===== src/rtl/lfsr_stream.sv =====
// -----------------------------------------------------------------------------
// lfsr_stream
//
// Galois LFSR pseudo-random word source with a valid/ready output stream.
// The LFSR can be reseeded at run time. A counter tracks how many words the
// consumer has accepted.
//
// Parameters
//   WIDTH : LFSR and output width (3..64)
//   TAPS  : Galois tap mask. Bit i (1..WIDTH-1) set gives
//           next[i] = cur[i-1] ^ fb. Bit 0 is ignored.
//   SEED  : reset state. It is also used in place of any all-zero seed.
//           Must be non-zero.
//   STEPS : LFSR shifts applied per emitted word (1..WIDTH)
//
// Ports
//   clk        : clock, rising edge
//   rstn       : asynchronous active-low reset
//   seed_load  : load seed_value and flush the output word
//   seed_value : new seed, sampled only while seed_load = 1
//   dout       : current pseudo-random word
//   dout_valid : dout holds a word
//   dout_ready : consumer accepts dout this cycle
//   seed_zero  : sticky flag, set when a zero seed was replaced by SEED
//   word_cnt   : accepted words since the last reset or seed load (wraps)
// -----------------------------------------------------------------------------
module lfsr_stream #(
  parameter int               WIDTH = 32,
  parameter logic [63:0]      TAPS  = 64'h0000_0000_0040_0006,
  parameter logic [WIDTH-1:0] SEED  = '1,
  parameter int               STEPS = 1
) (
  input  logic             clk,
  input  logic             rstn,
  input  logic             seed_load,
  input  logic [WIDTH-1:0] seed_value,
  output logic [WIDTH-1:0] dout,
  output logic             dout_valid,
  input  logic             dout_ready,
  output logic             seed_zero,
  output logic [31:0]      word_cnt
);

  // One Galois shift. The MSB feeds back into bit 0 and into every tapped bit.
  function automatic logic [WIDTH-1:0] lfsr_shift(input logic [WIDTH-1:0] s);
    logic             fb;
    logic [WIDTH-1:0] n;
    fb   = s[WIDTH-1];
    n    = '0;
    n[0] = fb;
    for (int i = 1; i < WIDTH; i++) begin
      n[i] = s[i-1] ^ (TAPS[i] & fb);
    end
    return n;
  endfunction

  // STEPS shifts unrolled into a single combinational cycle.
  function automatic logic [WIDTH-1:0] lfsr_adv(input logic [WIDTH-1:0] s);
    logic [WIDTH-1:0] n;
    n = s;
    for (int k = 0; k < STEPS; k++) begin
      n = lfsr_shift(n);
    end
    return n;
  endfunction

  // state always holds the next word to be emitted.
  logic [WIDTH-1:0] state;
  logic [WIDTH-1:0] state_adv;
  logic             fill;
  logic             accept;
  logic             seed_is_zero;

  assign state_adv    = lfsr_adv(state);
  // fill and accept depend on registered dout_valid and the dout_ready input.
  // They only steer the next register update, so dout_ready never reaches
  // dout or dout_valid combinationally.
  assign fill         = !dout_valid || dout_ready;
  assign accept       = dout_valid && dout_ready;
  assign seed_is_zero = (seed_value == '0);

  // ---- output register stage ----
  always_ff @(posedge clk or negedge rstn) begin
    if (!rstn) begin
      state      <= SEED;
      dout       <= '0;
      dout_valid <= 1'b0;
      seed_zero  <= 1'b0;
      word_cnt   <= '0;
    end else if (seed_load) begin
      // A reseed flushes the output word and restarts the count. A handshake
      // that completes in this same cycle is not counted.
      state      <= seed_is_zero ? SEED : seed_value;
      seed_zero  <= seed_zero | seed_is_zero;
      dout_valid <= 1'b0;
      word_cnt   <= '0;
    end else begin
      if (accept) begin
        word_cnt <= word_cnt + 32'd1;
      end
      if (fill) begin
        dout       <= state;
        state      <= state_adv;
        dout_valid <= 1'b1;
      end
    end
  end

endmodule

===== config.mk =====
export PLATFORM = sky130hd
export DESIGN_NAME = lfsr_stream
export DESIGN_NICKNAME = d
export VERILOG_FILES = /design/src/rtl/lfsr_stream.sv
export SDC_FILE = /design/constraint.sdc
export NUM_CORES = 1
export LEC_CHECK = 0
export BUFFER_PORTS_ARGS = -buffer_cell sky130_fd_sc_hd__buf_2
export CAP_MARGIN = 30
export CORE_UTILIZATION = 55
export CTS_CLUSTER_DIAMETER = 50
export DETAILED_ROUTE_END_ITERATION = 8
export GPL_ROUTABILITY_DRIVEN = 0
export PLACE_DENSITY = 0.86
export SYNTH_ARGS = -nofsm -noshare
export SYNTH_HDL_FRONTEND = slang
export SYNTH_SLANG_ARGS = --single-unit
export TNS_END_PERCENT = 5

===== constraint.sdc =====
create_clock -name clk -period 2.3 [get_ports clk]
set_clock_uncertainty 0.2 [all_clocks]
set_input_delay 0.46 -clock clk [delete_from_list [all_inputs] [get_ports clk]]
set_output_delay 0.46 -clock clk [all_outputs]
set_load 0.01 [all_outputs]

==> metrics.txt <==
die height=94.8 µm; dpl hpwl=7650 µm; cell class contributing the biggest share of worst-path delay=simple AND/OR/NAND/NOR gates; crit path cell chain=nand4_2 > or4_4 > nor4_1 > mux2_2; mean post-synth cell area=11.4 µm²; CTS Sinks=98; Cell Area, Synth=0.00473 mm²; Finished Cell Area=0.00566 mm²; H-Tree Depth=3; DR vias=3669; Worst EP arrival=2.23 ns; global-route wire length before repair=17200 µm; fin nets=554; clock root buffer=clkbuf_8; top-area cell type share of the netlist area=34.9%; Primary FF master, synth=dfrtp_1; most numerous cell in the Yosys netlist=dfrtp_1; Core ar.=0.00826 mm²; gr usage total=24.9%; pwr dens=687 mW/mm²; achievable frequency=459 MHz; worst slew pin tran=0.469 ns; fin. max-slew vios=0; Post-synth EDFFs=0; # resized after CTS=0; vias per cell=5.84; Synthesized Nets=451; layout cell share with drive strength beyond 1=45.0%; Gate Count Post-Synth=414; initial antenna violation count=1; clock buffer count from CTS=9; Layout area overhead=19.7%; synth warn=0; Avg WL per Cell=16.9 µm; min Tclk post-route=2.18 ns; Setup Crit Path Kind=flop to flop; Worst slew margin=68.7%; CP endpoint kind=flop; FP Rows=33; initial drt markers=131; Crit-path slowest cell=or4_4; Reg clk slew, reported paths=0.10 ns; vias in the first global route=3545; maximum number of pins on one net before global-route repair=53; dpl cells=610; count of cell types in the netlist=40; drt pass-1 iters=4; CP required=2.35 ns; full die area=0.00898 mm²; crit-path max FO=7; CTS tree=built; FF+latch count, synth=98; Seq/Total Area, Yosys=52.7%; max-cap viol count=0; Final Hold Vio Count=0; total wire length=10600 µm; Die Wd=94.8 µm; VDD IR max=0.410 mV; Buf+Inv Stages, Crit Path=0; total congestion overflow=0; Routed Antenna Nets=0; num ports=102; worst skew pair latency=0.36 ns; initial core utilization=57.3%; outcome=finished clean; Final setup viols=0; leading post-synthesis cells by cell area=dfrtp_1, dfstp_2, mux2_2; synth cell count leaders=dfrtp_1, mux2_2, nand2_1; crit share post-route=94.7%; area leader, netlist=dfrtp_1; FFs w/ async S/R, synth=100%; RSZ-0062 raised after global routing=false; Worst path max stage delay=0.57 ns; CP startpoint kind=flop; PortBufs=101; clk buf depth=2; setup TNS=0 ns; Leak Pwr=2.62 nW; Placed Area=0.00545 mm²; worst min-delay path class=input port to flop; non-filler instance count after layout=628; residual DRC count=0
==> cell type report <==
type	count	area, µm²
multi-input combinational	281	2090
clock buffer	10	128
timing repair buffer	122	731
fill	607	2590
inverter	5	18.8
antenna	1	2.50
sequential	98	2490
clock inverter	6	71.3
tap	105	131
==> per-stage QoR <==
stage                     hold slack [ns]  setup WS [ns]  utilization (%)  power, W
after floorplan                   -0.0356          0.221                -   0.00249
after global placement              0.138        0.00702             66.0   0.00276
after detailed placement            0.147        -0.0338             66.0   0.00279
after CTS                           0.110          0.125             68.6   0.00393
after global routing                0.130         0.0178             68.6   0.00407
final                               0.122          0.121             68.6   0.00389
==> where the power goes <==
group / switching (W) / total [W] / internal [W]
combinational: 0.000319 / 0.000667 / 0.000348
clock: 0.000618 / 0.00114 / 0.000519
sequential: 0.000121 / 0.00209 / 0.00197
==> cells in the final DEF, fill, tap and decap left out, types with 2 or more instances in the layout <==
| cell type | n |
|---|---|
| nand2_1 | 39 |
| dfrtp_1 | 66 |
| buf_4 | 16 |
| xor2_1 | 11 |
| o21ai_0 | 7 |
| xnor2_1 | 4 |
| nand3_1 | 11 |
| buf_2 | 100 |
| nor3_1 | 4 |
| nand4_1 | 10 |
| inv_1 | 4 |
| nand2b_1 | 3 |
| mux2_2 | 60 |
| or4_1 | 16 |
| o211ai_1 | 2 |
| dfstp_2 | 32 |
| nor2b_1 | 2 |
| and3_1 | 3 |
| or3_1 | 5 |
| buf_12 | 5 |
| a21oi_1 | 21 |
| and4_1 | 5 |
| mux2i_1 | 27 |
| nor2_1 | 16 |
| o31ai_1 | 13 |
| nor4_1 | 7 |
| and2_1 | 4 |
| clkbuf_8 | 9 |
| inv_4 | 2 |
==> flip-flops by register name, indices dropped and copies added (netlist names) <==
name        count
dout_valid      1
state          32
seed_zero       1
dout           32
word_cnt       32
==> timing repair <==
item,CTS,global route
hold buffers,1,0
endpoints found under the hold margin,14,0
setup buffers,0,0
==> per-layer routing <==
metal  vias up  wire length [µm]  part of all wire (%)  global-route usage (%)
met3        13               606                   5.7                    4.83
li1       1712                 -                     -                       -
met4         0               180                   1.7                    9.85
met2       117              5230                    49                    42.0
met1      1827              4570                    43                    31.5
met5         -                 0                     0                       0
==> logic make-up (layout without fill, tap and decap cells) <==
kind of cell | count (synthesis) | in the layout | share of synthesized area, %
mux | 87 | 87 | 20.0
buf+inv | 35 | 143 | 3.25
flops | 98 | 98 | 52.7
fa+ha+maj | 1 | 1 | 0.264
xor+xnor | 15 | 15 | 2.78
other cells | 0 | 1 | 0
simple gates | 131 | 131 | 15.0
compound gates | 47 | 47 | 6.08
==> worst register-to-register path, delay by kind of cell, from the launching register on <==
kind             cells  cell delay [ns]
DFF                  1             0.46
muxes                1             0.38
and+or+nand+nor      3             1.03
==> worst paths after layout <==
kind                       depth (start not counted)           from  slack, ns      endpoint
max in group asynchronous                          3           rstn       1.01      state[1]
min reg2reg                                        1       dout[20]       0.31      dout[20]
max                                                4   word_cnt[18]       0.12  word_cnt[31]
min in group asynchronous                          2           rstn       0.30  word_cnt[19]
min                                                3  seed_value[9]       0.12      state[9]
max reg2reg                                        4   word_cnt[18]       0.12  word_cnt[31]
Note: power is estimated with default switching activity, not from simulation.
